### src/rtl/pe_row_feeder_if.sv
// Stream and PE-side bus of pe_row_feeder: weight/ifmap input streams, PE drive/return
// ports and the psum output stream. The feeder takes the slave side.
interface pe_row_feeder_if #(
  parameter int unsigned DATA_W = 16,
  parameter int unsigned PSUM_W = 32
);
  logic              w_valid;
  logic              w_ready;
  logic [DATA_W-1:0] w_data;
  logic              x_valid;
  logic              x_ready;
  logic [DATA_W-1:0] x_data;
  logic [DATA_W-1:0] pe_weight_val;
  logic              pe_weight_en;
  logic [DATA_W-1:0] pe_image_val;
  logic              pe_image_en;
  logic [PSUM_W-1:0] pe_psum_in;
  logic [PSUM_W-1:0] pe_psum_out;
  logic              out_valid;
  logic              out_ready;
  logic [PSUM_W-1:0] out_data;

  modport slave (
    input  w_valid, w_data, x_valid, x_data, pe_psum_out, out_ready,
    output w_ready, x_ready, pe_weight_val, pe_weight_en, pe_image_val, pe_image_en,
           pe_psum_in, out_valid, out_data
  );

  modport master (
    output w_valid, w_data, x_valid, x_data, pe_psum_out, out_ready,
    input  w_ready, x_ready, pe_weight_val, pe_weight_en, pe_image_val, pe_image_en,
           pe_psum_in, out_valid, out_data
  );
endinterface

### src/rtl/pe_row_feeder.sv
// Buffers one K-tap filter row and one N-element ifmap row, then sequences a single PE
// tap-by-tap through a 1-D convolution, closing its psum loop and streaming N-K+1 results.
module pe_row_feeder #(
  parameter int unsigned DATA_W = 16,
  parameter int unsigned PSUM_W = 32,
  parameter int unsigned K      = 3,
  parameter int unsigned N      = 8
) (
  input  logic             i_clk,
  input  logic             i_rst_n,
  input  logic             i_start,
  output logic             o_busy,
  output logic             o_done,
  pe_row_feeder_if.slave   bus
);

  localparam int unsigned WcW = $clog2(K + 1);
  localparam int unsigned XcW = $clog2(N + 1);
  localparam int unsigned KiW = (K > 1) ? $clog2(K) : 1;
  localparam int unsigned XiW = (N > 1) ? $clog2(N) : 1;

  localparam logic [WcW-1:0] KFull = WcW'(K);
  localparam logic [XcW-1:0] NFull = XcW'(N);
  localparam logic [KiW-1:0] KLast = KiW'(K - 1);
  localparam logic [XiW-1:0] OLast = XiW'(N - K);

  typedef enum logic [2:0] {StIdle, StLoad, StLdW, StIssue, StCap, StOut} state_e;

  state_e            r_state, w_state_nxt;
  logic [DATA_W-1:0] r_wbuf [K];
  logic [DATA_W-1:0] r_xbuf [N];
  logic [WcW-1:0]    r_wcnt;
  logic [XcW-1:0]    r_xcnt;
  logic [KiW-1:0]    r_k;
  logic [XiW-1:0]    r_o;
  logic [PSUM_W-1:0] r_acc;
  logic              r_done;

  logic             w_w_fire, w_x_fire, w_out_fire, w_load_full;
  logic [XiW-1:0]   w_xidx;

  assign w_xidx      = r_o + XiW'(r_k);
  assign w_load_full = (r_wcnt == KFull) && (r_xcnt == NFull);
  assign w_w_fire    = bus.w_valid && bus.w_ready;
  assign w_x_fire    = bus.x_valid && bus.x_ready;
  assign w_out_fire  = (r_state == StOut) && bus.out_ready;

  always_ff @(posedge i_clk or negedge i_rst_n) begin
    if (!i_rst_n) r_state <= StIdle;
    else          r_state <= w_state_nxt;
  end

  always_comb begin
    w_state_nxt = r_state;
    case (r_state)
      StIdle:  if (i_start) w_state_nxt = StLoad;
      StLoad:  if (w_load_full) w_state_nxt = StLdW;
      StLdW:   w_state_nxt = StIssue;
      StIssue: w_state_nxt = StCap;
      StCap:   w_state_nxt = (r_k == KLast) ? StOut : StLdW;
      StOut:   if (bus.out_ready) w_state_nxt = (r_o == OLast) ? StIdle : StLdW;
      default: w_state_nxt = StIdle;
    endcase
  end

  // Outputs decode only from registered state, so no input reaches an output combinationally.
  always_comb begin
    bus.w_ready       = 1'b0;
    bus.x_ready       = 1'b0;
    bus.pe_weight_en  = 1'b0;
    bus.pe_weight_val = '0;
    bus.pe_image_en   = 1'b0;
    bus.pe_image_val  = '0;
    bus.pe_psum_in    = '0;
    bus.out_valid     = 1'b0;
    bus.out_data      = '0;
    case (r_state)
      StLoad: begin
        bus.w_ready = (r_wcnt < KFull);
        bus.x_ready = (r_xcnt < NFull);
      end
      StLdW: begin
        bus.pe_weight_en  = 1'b1;
        bus.pe_weight_val = r_wbuf[r_k];
      end
      StIssue: begin
        bus.pe_image_en  = 1'b1;
        bus.pe_image_val = r_xbuf[w_xidx];
        bus.pe_psum_in   = r_acc;
      end
      StOut: begin
        bus.out_valid = 1'b1;
        bus.out_data  = r_acc;
      end
      default: ;
    endcase
  end

  assign o_busy = (r_state != StIdle);
  assign o_done = r_done;

  always_ff @(posedge i_clk or negedge i_rst_n) begin
    if (!i_rst_n) begin
      r_wcnt <= '0;
      r_xcnt <= '0;
      r_k    <= '0;
      r_o    <= '0;
      r_acc  <= '0;
      r_done <= 1'b0;
      for (int i = 0; i < int'(K); i++) r_wbuf[i] <= '0;
      for (int i = 0; i < int'(N); i++) r_xbuf[i] <= '0;
    end else begin
      r_done <= 1'b0;
      case (r_state)
        StIdle: begin
          if (i_start) begin
            r_wcnt <= '0;
            r_xcnt <= '0;
            r_k    <= '0;
            r_o    <= '0;
            r_acc  <= '0;
          end
        end
        StLoad: begin
          if (w_w_fire) begin
            r_wbuf[KiW'(r_wcnt)] <= bus.w_data;
            r_wcnt               <= r_wcnt + WcW'(1);
          end
          if (w_x_fire) begin
            r_xbuf[XiW'(r_xcnt)] <= bus.x_data;
            r_xcnt               <= r_xcnt + XcW'(1);
          end
          if (w_load_full) begin
            r_k   <= '0;
            r_o   <= '0;
            r_acc <= '0;
          end
        end
        StCap: begin
          r_acc <= bus.pe_psum_out;
          if (r_k != KLast) r_k <= r_k + KiW'(1);
        end
        StOut: begin
          if (w_out_fire) begin
            r_acc <= '0;
            r_k   <= '0;
            if (r_o == OLast) r_done <= 1'b1;
            else              r_o    <= r_o + XiW'(1);
          end
        end
        default: ;
      endcase
    end
  end

endmodule

### src/flat_wrapper.sv
// flat-port wrapper written by rule: the top's interface ports become plain ports
module pe_row_feeder_flat 
#(
  parameter int unsigned DATA_W = 16,
  parameter int unsigned PSUM_W = 32,
  parameter int unsigned K      = 3,
  parameter int unsigned N      = 8
)
  (i_clk, i_rst_n, i_start, o_busy, o_done, bus_w_valid, bus_w_data, bus_x_valid, bus_x_data, bus_pe_psum_out, bus_out_ready, bus_w_ready, bus_x_ready, bus_pe_weight_val, bus_pe_weight_en, bus_pe_image_val, bus_pe_image_en, bus_pe_psum_in, bus_out_valid, bus_out_data);
  pe_row_feeder_if #(.DATA_W(DATA_W), .PSUM_W(PSUM_W)) bus_i ();
  input  logic i_clk;
  input  logic i_rst_n;
  input  logic i_start;
  output logic o_busy;
  output logic o_done;
  input wire logic [$bits(bus_i.w_valid)-1:0] bus_w_valid;
  input wire logic [$bits(bus_i.w_data)-1:0] bus_w_data;
  input wire logic [$bits(bus_i.x_valid)-1:0] bus_x_valid;
  input wire logic [$bits(bus_i.x_data)-1:0] bus_x_data;
  input wire logic [$bits(bus_i.pe_psum_out)-1:0] bus_pe_psum_out;
  input wire logic [$bits(bus_i.out_ready)-1:0] bus_out_ready;
  output wire logic [$bits(bus_i.w_ready)-1:0] bus_w_ready;
  output wire logic [$bits(bus_i.x_ready)-1:0] bus_x_ready;
  output wire logic [$bits(bus_i.pe_weight_val)-1:0] bus_pe_weight_val;
  output wire logic [$bits(bus_i.pe_weight_en)-1:0] bus_pe_weight_en;
  output wire logic [$bits(bus_i.pe_image_val)-1:0] bus_pe_image_val;
  output wire logic [$bits(bus_i.pe_image_en)-1:0] bus_pe_image_en;
  output wire logic [$bits(bus_i.pe_psum_in)-1:0] bus_pe_psum_in;
  output wire logic [$bits(bus_i.out_valid)-1:0] bus_out_valid;
  output wire logic [$bits(bus_i.out_data)-1:0] bus_out_data;
  assign bus_i.w_valid = bus_w_valid;
  assign bus_i.w_data = bus_w_data;
  assign bus_i.x_valid = bus_x_valid;
  assign bus_i.x_data = bus_x_data;
  assign bus_i.pe_psum_out = bus_pe_psum_out;
  assign bus_i.out_ready = bus_out_ready;
  assign bus_w_ready = bus_i.w_ready;
  assign bus_x_ready = bus_i.x_ready;
  assign bus_pe_weight_val = bus_i.pe_weight_val;
  assign bus_pe_weight_en = bus_i.pe_weight_en;
  assign bus_pe_image_val = bus_i.pe_image_val;
  assign bus_pe_image_en = bus_i.pe_image_en;
  assign bus_pe_psum_in = bus_i.pe_psum_in;
  assign bus_out_valid = bus_i.out_valid;
  assign bus_out_data = bus_i.out_data;
  pe_row_feeder #(.DATA_W(DATA_W), .PSUM_W(PSUM_W), .K(K), .N(N)) u_core (.i_clk(i_clk), .i_rst_n(i_rst_n), .i_start(i_start), .o_busy(o_busy), .o_done(o_done), .bus(bus_i));
endmodule
### config.mk
export PLATFORM = sky130hd
export DESIGN_NAME = pe_row_feeder_flat
export DESIGN_NICKNAME = d
export VERILOG_FILES = /design/src/rtl/pe_row_feeder_if.sv /design/src/rtl/pe_row_feeder.sv /design/src/flat_wrapper.sv
export SDC_FILE = /design/constraint.sdc
export NUM_CORES = 1
export LEC_CHECK = 0
export ABC_AREA = 1
export ABC_CLOCK_PERIOD_IN_PS = 5060
export CELL_PAD_IN_SITES_DETAIL_PLACEMENT = 0
export CELL_PAD_IN_SITES_GLOBAL_PLACEMENT = 1
export CORE_UTILIZATION = 42
export CTS_CLUSTER_DIAMETER = 150
export DETAILED_ROUTE_END_ITERATION = 6
export GPL_TIMING_DRIVEN = 0
export HOLD_SLACK_MARGIN = 0.12
export PLACE_DENSITY_LB_ADDON = 0.12
export SYNTH_ARGS = -nofsm -noshare
export SYNTH_HDL_FRONTEND = slang
export SYNTH_SLANG_ARGS = --single-unit
### constraint.sdc
create_clock -name i_clk -period 5.06 [get_ports i_clk]
set_input_delay 0.506 -clock i_clk [delete_from_list [all_inputs] [get_ports i_clk]]
set_output_delay 0.506 -clock i_clk [all_outputs]
set_load 0.02 [all_outputs]
==> impl_metrics.json <==
{
  "critPathMaxFanout": 10,
  "hpwl_um": 21680,
  "synth_area_per_cell_um2": 7.620,
  "synth-seq-cells": 223,
  "fin_skew_ns": 0.01978,
  "n_fill_cell": 2396,
  "power.leakage_nw": 6.300,
  "vias": 9654,
  "fin_cells": 1932,
  "cts_buffer_depth": 3,
  "post_cts_resized": 0,
  "period_needed_ns": 4.554,
  "first_pass_iters": 5,
  "drt_iter0_drc": 661,
  "cts.clk_slew.worst_paths_ns": 0.06,
  "final-setup-viol-count": 0,
  "post-synth-top-count-cell": "nand2_1",
  "slowest_delay_ns": 0.63,
  "total_power_mw": 7.483,
  "setup_tns_ns": 0,
  "diodes": 0,
  "slew_headroom_pct": 55.67,
  "status": "complete, no violations",
  "h-tree-depth": 1,
  "worstPathRequired_ns": 4.55,
  "r2r_setup_slack_ns": 2.72,
  "netlist_top_cells_count": "nand2_1, o21ai_0, dfrtp_1",
  "drive_above_1_share_pct": 4.540,
  "synth.distinct_cells": 25,
  "critical-path-top-delay-family": "buffers and inverters",
  "die_x_um": 160.6,
  "initial_core_util_pct": 43.17,
  "cts_tree": "built",
  "ant_nets": 0,
  "slowest_stage": "clkdlybuf4s50_1",
  "globalRouteTotalUtil_pct": 25.02,
  "synthTopCellsByArea": "dfrtp_1, nand2_1, o21ai_0",
  "cts_buffers": 26,
  "power_density_mw_per_mm2": 549.1,
  "critPathBufInv": 6,
  "arrival_ns": 4.05,
  "coreArea_mm2": 0.02446,
  "utilization_pct": 55.71,
  "start_kind": "register",
  "cts_root_buf": "clkbuf_16",
  "numPortBuffers": 172,
  "hp-class": "reg2reg",
  "syn-cell-area_mm2": 0.01056,
  "maxCapViolCount": 0,
  "finalHoldViolCount": 0,
  "fmax_mhz": 219.6,
  "synthToLayoutAreaGrowth_pct": 29.04,
  "place_area_mm2": 0.01275,
  "dieArea_mm2": 0.02578,
  "hold_slack_ns": 0.4817,
  "worst_slack_ns": 0.5057,
  "maxSlewViolCount": 0,
  "drc": 0,
  "die_y_um": 160.6,
  "synth_top_area_share_pct": 52.84,
  "synthArstFlopShare_pct": 100.0,
  "worstHoldStart": "u_core.r_wbuf[31]",
  "yosys.area.top_type": "dfrtp_1",
  "synth_nets": 1467,
  "worst_slew_pin_slew_ns": 0.6625,
  "wirelength_um": 31150,
  "grt_pass1_wl_um": 51630,
  "yosysSeqAreaShare_pct": 52.84,
  "clock_latency_ns": 0.54,
  "fin_area_mm2": 0.01363,
  "antenna_found_initial": 0,
  "reg2reg_from": "u_core.r_k[0]",
  "wl_per_cell_um": 16.12,
  "grt_max_degree": 117,
  "ys.flop_type": "dfrtp_1",
  "fp-row-count": 57,
  "ioPinCount": 173,
  "grt_overflow": 0,
  "cp-end-kind": "output pin",
  "vdd_drop_max_mv": 0.3563,
  "yosysWarnings": 0,
  "pre_cts_slack_ns": 1.010,
  "syn-instance-count": 1386,
  "viasPerCell": 4.997,
  "rsz0062_at_grt": "no",
  "synth-edff-count": 0,
  "cts.sinks": 223,
  "crit_chain": "clkbuf_1 -> inv_1 -> fa_1 -> clkbuf_1 -> inv_1 -> clkbuf_1 -> nand3_1 -> nand2_1 -> nand2_1 -> nand2_1 -> nor2_1 -> clkdlybuf4s50_1",
  "startpoint": "u_core.r_k[1]",
  "path_class": "reg2out",
  "fin_crit_sh_pct": 90.01,
  "dp.cells": 1884,
  "globalplace.congestion": 0.8483,
  "grt_pass1_vias": 9815,
  "nNetsFinal": 1670
}
[flip-flops by register name, summed over array words and instances, names as in the netlist]
signal,count
u_core.r_xcnt,4
u_core.r_acc,32
u_core.r_state,3
u_core.r_k,2
u_core.r_wcnt,2
u_core.r_wbuf,48
u_core.o_done,1
u_core.r_xbuf,128
u_core.r_o,3
[cells by family after synthesis]
| group | count (synthesis) | share of synthesized area, % |
|---|---|---|
| adder cells (fa/ha/maj) | 11 | 1.374 |
| AND/OR/NAND/NOR | 709 | 26.38 |
| buffers and inverters | 171 | 6.374 |
| AO/OA/AOI/OAI | 269 | 12.78 |
| flip-flops | 223 | 52.84 |
| XOR/XNOR | 3 | 0.2488 |
[area by class of cell]
cell class / instances / area, um2 / share of cell area (%)
plain buffers: 83 / 342.8 / 2.516
clock buffers: 37 / 763.2 / 5.600
clock inverters: 10 / 106.4 / 0.7804
inverters: 88 / 330.3 / 2.424
multi-input cells: 992 / 4308 / 31.61
flip-flops and latches: 223 / 5580 / 40.95
well taps: 324 / 405.4 / 2.975
repair buffers: 175 / 1792 / 13.15
[tightest hold or removal path, cell delays in order (launching register included)]
cell     delay [ns]
dfrtp_1        0.34
nand2_1        0.05
o21ai_0        0.06
[routing by layer]
layer  global-route usage, %  wire length [um]  part of all wire [%]  vias up
met5                       0                 0                     0        -
met4                   7.446               664                   2.1        0
met3                   4.055              1834                   5.9       44
met2                   42.15             15130                    49      272
met1                   33.12             13520                    43     4537
li1                        -                 -                     -     4801
[placed cells by master (no fill, tap or decap), types with 2 or more instances in the layout]
| master | count |
|---|---|
| dfrtp_1 | 223 |
| nand3_1 | 77 |
| clkbuf_8 | 5 |
| clkinv_2 | 6 |
| nand2_1 | 485 |
| o21ai_0 | 232 |
| clkbuf_1 | 62 |
| clkbuf_16 | 27 |
| nor2_1 | 139 |
| o21ai_1 | 2 |
| a21oi_1 | 33 |
| xnor2_1 | 2 |
| inv_1 | 86 |
| clkdlybuf4s50_1 | 171 |
| buf_2 | 24 |
| buf_16 | 2 |
| ha_1 | 10 |
| nand4_1 | 3 |
| bufinv_16 | 2 |
| nor3_1 | 2 |
[final timing paths]
path,end,cells after the start
max in group asynchronous,u_core.r_wbuf[14],4
min in group asynchronous,u_core.r_xbuf[118],3
hold reg to reg,u_core.r_wbuf[31],2
hold / removal,u_core.r_wbuf[31],2
setup / recovery,bus_pe_image_val[2],12
setup reg to reg,u_core.r_k[1],8
[power breakdown]
group          total, mW  leakage, nW  internal (mW)  switching [mW]
Sequential          2.78         2.97           2.43           0.345
Combinational       2.80         2.90          0.933            1.87
Clock               1.91        0.431           1.15           0.758
[timing repair]
item | in CTS | in global routing
setup buffers | 0 | 0
endpoints found under the hold margin | 115 | 0
hold buffers | 1 | 0
setup endpoints to repair | 0 | 0
No activity file was read; power rests on OpenSTA's default activity.
